===== src/rtl/unibus_master.sv =====
// UNIBUS bus master: runs one DATI/DATO/DATOB cycle per request,
// with deskew setup/hold and a non-existent-memory timeout.
module unibus_master #(
  parameter int DESKEW  = 4,
  parameter int TIMEOUT = 'o2000
) (
  input  logic        clk,
  input  logic        reset,
  input  logic        req,
  input  logic        write,
  input  logic        byte_op,
  input  logic [17:0] addr,
  input  logic [15:0] wdata,
  output logic        busy,
  output logic        done,
  output logic        nxm,
  output logic [15:0] rdata,
  output logic [17:0] bus_addr_out,
  output logic [15:0] bus_d_out,
  output logic [1:0]  bus_c_out,
  output logic        bus_msyn_out,
  input  logic        bus_ssyn,
  input  logic [15:0] bus_d_in
);

  typedef enum logic [2:0] {
    S_IDLE,
    S_SETUP,
    S_MSYN,
    S_RELEASE,
    S_TAIL
  } state_e;

  localparam logic [15:0] SETUP_LAST = 16'(DESKEW);
  localparam logic [15:0] TAIL_LAST  = 16'(DESKEW - 1);
  localparam logic [15:0] TO_LAST    = 16'(TIMEOUT - 2);

  state_e      state_q, state_d;
  logic [15:0] cnt_q, cnt_d;
  logic        busy_q, busy_d;
  logic        done_q, done_d;
  logic        nxm_q, nxm_d;
  logic        wr_q, wr_d;
  logic        msyn_q, msyn_d;
  logic [15:0] rdata_q, rdata_d;
  logic [17:0] addr_q, addr_d;
  logic [15:0] dout_q, dout_d;
  logic [1:0]  c_q, c_d;

  always_comb begin
    state_d = state_q;
    cnt_d   = cnt_q;
    busy_d  = busy_q;
    done_d  = 1'b0;
    nxm_d   = nxm_q;
    wr_d    = wr_q;
    msyn_d  = msyn_q;
    rdata_d = rdata_q;
    addr_d  = addr_q;
    dout_d  = dout_q;
    c_d     = c_q;
    unique case (state_q)
      S_IDLE: begin
        // the done cycle itself never accepts
        if (req && !done_q) begin
          addr_d  = addr;
          dout_d  = write ? wdata : 16'h0;
          c_d     = write ? {1'b1, byte_op} : 2'b00;
          wr_d    = write;
          nxm_d   = 1'b0;
          busy_d  = 1'b1;
          cnt_d   = 16'h0;
          state_d = S_SETUP;
        end
      end
      S_SETUP: begin
        if (cnt_q == SETUP_LAST) begin
          msyn_d  = 1'b1;
          cnt_d   = 16'h0;
          state_d = S_MSYN;
        end else begin
          cnt_d = cnt_q + 16'd1;
        end
      end
      S_MSYN: begin
        if (bus_ssyn) begin
          if (!wr_q) rdata_d = bus_d_in;
          msyn_d  = 1'b0;
          dout_d  = 16'h0;
          state_d = S_RELEASE;
        end else if (cnt_q == TO_LAST) begin
          nxm_d   = 1'b1;
          rdata_d = 16'h0;
          msyn_d  = 1'b0;
          dout_d  = 16'h0;
          state_d = S_RELEASE;
        end else begin
          cnt_d = cnt_q + 16'd1;
        end
      end
      S_RELEASE: begin
        if (!bus_ssyn) begin
          cnt_d   = 16'h0;
          state_d = S_TAIL;
        end
      end
      S_TAIL: begin
        if (cnt_q == TAIL_LAST) begin
          done_d  = 1'b1;
          busy_d  = 1'b0;
          addr_d  = 18'h0;
          dout_d  = 16'h0;
          c_d     = 2'b00;
          wr_d    = 1'b0;
          state_d = S_IDLE;
        end else begin
          cnt_d = cnt_q + 16'd1;
        end
      end
      default: state_d = S_IDLE;
    endcase
  end

  always_ff @(posedge clk or negedge reset) begin
    if (!reset) begin
      state_q <= S_IDLE;
      cnt_q   <= 16'h0;
      busy_q  <= 1'b0;
      done_q  <= 1'b0;
      nxm_q   <= 1'b0;
      wr_q    <= 1'b0;
      msyn_q  <= 1'b0;
      rdata_q <= 16'h0;
      addr_q  <= 18'h0;
      dout_q  <= 16'h0;
      c_q     <= 2'b00;
    end else begin
      state_q <= state_d;
      cnt_q   <= cnt_d;
      busy_q  <= busy_d;
      done_q  <= done_d;
      nxm_q   <= nxm_d;
      wr_q    <= wr_d;
      msyn_q  <= msyn_d;
      rdata_q <= rdata_d;
      addr_q  <= addr_d;
      dout_q  <= dout_d;
      c_q     <= c_d;
    end
  end

  assign busy         = busy_q;
  assign done         = done_q;
  assign nxm          = nxm_q;
  assign rdata        = rdata_q;
  assign bus_addr_out = addr_q;
  assign bus_d_out    = dout_q;
  assign bus_c_out    = c_q;
  assign bus_msyn_out = msyn_q;

endmodule


===== config.mk =====
export PLATFORM = sky130hd
export DESIGN_NAME = unibus_master
export DESIGN_NICKNAME = d
export VERILOG_FILES = /design/src/rtl/unibus_master.sv
export SDC_FILE = /design/constraint.sdc
export NUM_CORES = 1
export LEC_CHECK = 0
export BUFFER_PORTS_ARGS = -buffer_cell sky130_fd_sc_hd__buf_2
export CELL_PAD_IN_SITES_DETAIL_PLACEMENT = 1
export CELL_PAD_IN_SITES_GLOBAL_PLACEMENT = 1
export CORE_ASPECT_RATIO = 1.75
export CORE_MARGIN = 8
export CORE_UTILIZATION = 39
export DETAILED_ROUTE_END_ITERATION = 12
export GPL_ROUTABILITY_DRIVEN = 1
export GPL_TIMING_DRIVEN = 0
export PLACE_DENSITY_LB_ADDON = 0.1
export SYNTH_ARGS = -nofsm -noshare
export SYNTH_HDL_FRONTEND = slang
export SYNTH_SLANG_ARGS = --single-unit

===== constraint.sdc =====
create_clock -name clk -period 2.7 [get_ports clk]
set_input_delay 0.27 -clock clk [delete_from_list [all_inputs] [get_ports clk]]
set_output_delay 0.27 -clock clk [all_outputs]
set_load 0.1 [all_outputs]

==> metrics.yaml, run 1 <==
status: "finished clean"
ant_nets: 0
required_ps: 2910
grt-ovfl-total: 0
rr_endpoint: "cnt_q[14]"
synthAdderAreaFrac: 0.0101
rsz0062_at_grt: "false"
syn2layout_area_growth_pct: 27.6
grt_pass1_vias: 3433
path_clk_slew_ps: 60
start_kind: "flip-flop"
grt_max_degree: 54
fin_setup_tns_ps: 0
design_area_sq_mm: 0.00474
yosysTopAreaCell: "dfrtp_1"
dieHeight_um: 145
num-fill-cells: 1095
place_hpwl_mm: 8.48
cp.arrival_ps: 2630
hold_path.class: "input pin to flip-flop"
min_period_over_period: 0.893
hold_viol: 0
instances_no_fill: 599
port_buffers: 111
place.gp.congestion: 0.771
layout-drive-gt1-share: 0.329
synth_top_area_share: 0.505
fin_crit_ps: 2410
diodes: 0
fmax_mhz: 415
synth_compound_area_frac: 0.148
synthCells: 348
cts_tree: "built"
cts_max_path_buffers: 2
worstSetupPathType: "flip-flop to flip-flop"
start_util: 0.397
htree_levels: 3
ys_seq_area_frac: 0.505
synthDistinctLibCells: 54
synthSimpleGateAreaFrac: 0.169
crit_path_start: "cnt_q[1]"
drc: 0
die-area_sq_mm: 0.0130
min_from: "addr[14]"
grt_first_pass_wirelength_mm: 18.4
final_nets: 531
r2r_cells: 6
cp_max_fo: 6
ys_async_sr_fraction: 1.00
cap_violations: 0
slew_headroom: 0.467
root_buffer: "clkbuf_16"
synth_xor_area_frac: 0.00236
tightest_slew_ps: 792
slew_viol_final: 0
worst_r2r_startpoint: "cnt_q[1]"
die_x_um: 89.8
vias: 3114
coreArea_sq_mm: 0.00935
rows: 47
cts_buffers: 9
first_iter_violations: 95
yosysWarnings: 0
skew_ps: 7.75
antenna_found_initial: 0
final_util: 0.507
cts_resized: 0
synth_seq_cells: 75
synth.cell_area_sq_mm: 0.00372
clkSinkCount: 75
synth_nets: 407
ff2ff_setup_slack_ps: 290
syn_area_per_cell_sq_um: 10.7
setup_viol: 0
placed_cells: 582
synth_edf_count: 0
clk_latency_ps: 340
synth_ff_type: "dfrtp_1"
wl_per_cell_um: 18.3
synthMuxAreaShare: 0.0983
holdPathStages: 2
drt_first_pass_iters: 5
wirelength_mm: 11.0
ioPinCount: 112
place_area_sq_mm: 0.00445
end_kind: "flip-flop"
vias_per_cell: 5.20
gr-usage-all-layers: 0.175
synth_top_family_by_area: "simple AND/OR/NAND/NOR gates"
worstHoldEndpoint: "bus_addr_out[14]"
synthTopCellsByArea: "dfrtp_1, mux2i_1, a22o_1, nand2_1, inv_1"
==> flip-flops by register name, summed over array words and instances, names as in the netlist <==
signal	count
bus_addr_out	18
bus_d_out	16
cnt_q	16
rdata	16
state_q	3
bus_c_out	1
bus_msyn_out	1
busy	1
done	1
nxm	1
wr_q	1
==> kinds of logic after synthesis <==
family,Yosys count
simple gates,112
flops,75
compound gates,66
buf+inv,56
mux,35
fa+ha+maj,3
xor+xnor,1
==> synth_stat cells, types with 2 or more instances <==
library cell and count:
nor3_1 7, nand4_1 4, a21o_1 2, o21a_1 2, nand3_4 2, clkbuf_1 8, nor2_1 17, mux2i_1 32
nand2b_1 2, and4_1 2, nand3b_1 2, nor2b_1 6, and2_1 2, nor4_1 3, nand2_1 41, o211ai_1 8
a22o_1 32, mux2_2 2, o21ai_0 3, buf_2 6, and3_1 5, nor4_2 2, a211o_1 4, a21oi_1 4
inv_1 36, buf_6 3, a21oi_2 2, ha_1 3, dfrtp_1 75, nand3_1 7
==> metrics by stage <==
| step | hold WS (ps) | setup WS, ps |
|---|---|---|
| 3_3_place_gp | 457 | 463 |
| 5_1_grt | 160 | 50.8 |
| 3_5_place_dp | 207 | 337 |
| 4_1_cts | 147 | 333 |
| 6_report | 159 | 288 |
| 2_1_floorplan | -25.6 | 528 |
==> worst max-delay path by stage <==
stage               slack (ps)   endpoint  cells after the start
finish                     290  cnt_q[14]                      6
global route                50  cnt_q[14]                      6
CTS                        330  cnt_q[14]                      6
detailed placement         340  cnt_q[14]                      6
global placement           460   cnt_q[2]                      8
floorplan                  530  cnt_q[14]                      6
==> critical path, stage by stage (launching register included) <==
cell	delay, ps
dfrtp_1	450
ha_1	280
nand4_1	170
nor4_1	700
nand3_1	200
and3_1	220
a221o_1	260
==> layout by cell type (no fill, tap or decap), types with 4 or more instances in the layout <==
| cell | count |
|---|---|
| a211o_1 | 4 |
| a21oi_1 | 4 |
| a22o_1 | 32 |
| and3_1 | 5 |
| buf_2 | 116 |
| clkbuf_1 | 9 |
| clkbuf_16 | 9 |
| dfrtp_1 | 75 |
| inv_1 | 36 |
| mux2i_1 | 32 |
| nand2_1 | 41 |
| nand3_1 | 7 |
| nand4_1 | 4 |
| nor2_1 | 17 |
| nor2b_1 | 6 |
| nor3_1 | 7 |
| o211ai_1 | 8 |
==> area by class of cell <==
| cell class | instances | area (sq um) | share of cell area |
|---|---|---|---|
| Sequential cell | 75 | 1880 | 0.396 |
| Multi-Input combinational cell | 217 | 1590 | 0.336 |
| Timing Repair Buffer | 113 | 596 | 0.126 |
| Clock buffer | 11 | 243 | 0.0512 |
| Tap cell | 122 | 153 | 0.0322 |
| Inverter | 37 | 140 | 0.0295 |
| Buffer | 19 | 106 | 0.0224 |
| Clock inverter | 5 | 36.3 | 0.00765 |
==> routing by layer <==
layer / GRT usage / part of all wire
met5: 0 / 0
met2: 0.324 / 0.56
met3: 0.0460 / 0.045
met4: 0.0699 / 0.020
met1: 0.179 / 0.37
==> what timing repair did <==
action | CTS | global route
endpoints found under the hold margin | 22 | 0
hold buffers | 1 | 0
buffers inserted | 0 | 0
Power of run 1 is not shown: default switching activity piles up to over one toggle a cycle in this logic, so the estimate is an artifact.
==> inputs of run 2 (changes only) <==
--- a/config.mk
+++ b/config.mk
@@ -6,11 +6,12 @@
 export NUM_CORES = 1
 export LEC_CHECK = 0
 export BUFFER_PORTS_ARGS = -buffer_cell sky130_fd_sc_hd__buf_2
+export CAP_MARGIN = 10
 export CELL_PAD_IN_SITES_DETAIL_PLACEMENT = 1
 export CELL_PAD_IN_SITES_GLOBAL_PLACEMENT = 1
 export CORE_ASPECT_RATIO = 1.75
 export CORE_MARGIN = 8
-export CORE_UTILIZATION = 39
+export CORE_UTILIZATION = 35
 export DETAILED_ROUTE_END_ITERATION = 12
 export GPL_ROUTABILITY_DRIVEN = 1
 export GPL_TIMING_DRIVEN = 0
==> metrics.yaml, run 2 (synthesis gave the netlist of run 1 again) <==
fin_crit_ps: 2360
first_iter_violations: 96
ioPinCount: 112
setup_viol: 0
min_period_over_period: 0.872
port_buffers: 111
cts_max_path_buffers: 2
globalRouteMet1Util: 0.169
cp_max_fo: 6
wirelength_mm: 11.2
die-area_sq_mm: 0.0143
vias: 3126
fin_setup_tns_ps: 0
place_area_sq_mm: 0.00446
worst_r2r_startpoint: "cnt_q[1]"
coreArea_sq_mm: 0.0105
holdWs_ps: 153
min_from: "addr[16]"
largest_reg_flops: 18
die_x_um: 93.9
antenna_found_initial: 2
dieHeight_um: 152
layout_common_cells: "buf_2, dfrtp_1, nand2_1"
fmax_mhz: 425
clk_latency_ps: 340
postCtsHoldBufs: 1
cts_buffers: 9
ff2ff_setup_slack_ps: 340
grt_pass1_vias: 3482
path_clk_slew_ps: 60
worstHoldEndpoint: "bus_addr_out[16]"
final_util: 0.455
hold_path.class: "input pin to flip-flop"
grt-ovfl-total: 0
ant_nets: 0
htree_levels: 3
design_area_sq_mm: 0.00478
vias_per_cell: 5.13
status: "finished clean"
mostFrequentLayoutCell: "buf_2"
rows: 50
layout-drive-gt1-share: 0.329
grt_max_degree: 60
cp.arrival_ps: 2580
place.gp.congestion: 0.841
cap_violations: 0
end_kind: "flip-flop"
required_ps: 2920
start_kind: "flip-flop"
clkSinkCount: 75
post-cts-setup-buffers: 0
grt_first_pass_wirelength_mm: 18.6
holdPathStages: 2
root_buffer: "clkbuf_16"
cts_tree: "built"
slew_viol_final: 0
start_util: 0.354
use_met3: 0.0444
syn2layout_area_growth_pct: 28.7
place_hpwl_mm: 8.56
gr-usage-met2: 0.297
wl_per_cell_um: 18.5
rr_endpoint: "cnt_q[14]"
tightest_slew_ps: 680
skew_ps: 10.7
cts_resized: 0
drc: 0
hold_viol: 0
final_nets: 531
r2r_cells: 6
grt-busiest-layer: "met2"
slew_headroom: 0.543
gr-usage-all-layers: 0.166
worstSetupPathType: "flip-flop to flip-flop"
drt_first_pass_iters: 4
rsz0062_at_grt: "false"
run 2: cell count changes in the layout (fill, tap and decap cells not counted), sizes merged:
cell	before	now
diode	0	2
bufinv	0	1
clkinv	2	1
run 2: per-layer routing:
metal | vias up | wire [um]
met3 | 18 | 667
met1 | 1563 | 4070
met2 | 81 | 6220
met4 | 0 | 282
met5 | - | 0
li1 | 1464 | -
run 2: area by class of cell:
class                      count  area [sq um]
fill                        1237          5730
buffer                        19           106
clock inverter                 5          61.3
timing repair buffer         113           596
antenna                        2          5.00
tap                          130           163
inverter                      37           140
sequential                    75          1880
multi-input combinational    217          1590
clock buffer                  11           243
run 2: critical path, stage by stage, from the launching register on:
cell and delay (ps):
dfrtp_1 460, ha_1 290, nand4_1 190, nor4_1 620, nand3_1 210, and3_1 220, a221o_1 250
run 2: how the worst max path moves through the flow:
stage | from | endpoint | depth (start not counted)
3_3_place_gp | cnt_q[0] | cnt_q[2] | 8
4_1_cts | cnt_q[1] | cnt_q[14] | 6
3_5_place_dp | cnt_q[1] | cnt_q[2] | 8
6_report | cnt_q[1] | cnt_q[14] | 6
2_1_floorplan | done | cnt_q[14] | 6
5_1_grt | cnt_q[0] | cnt_q[2] | 8
run 2: stage by stage:
step | std cells | setup WS [ps]
global route | 609 | 138
CTS | 607 | 360
floorplan | 348 | 528
global placement | 589 | 405
detailed placement | 590 | 379
finish | 609 | 344
Power of run 2 is left out for the same reason.
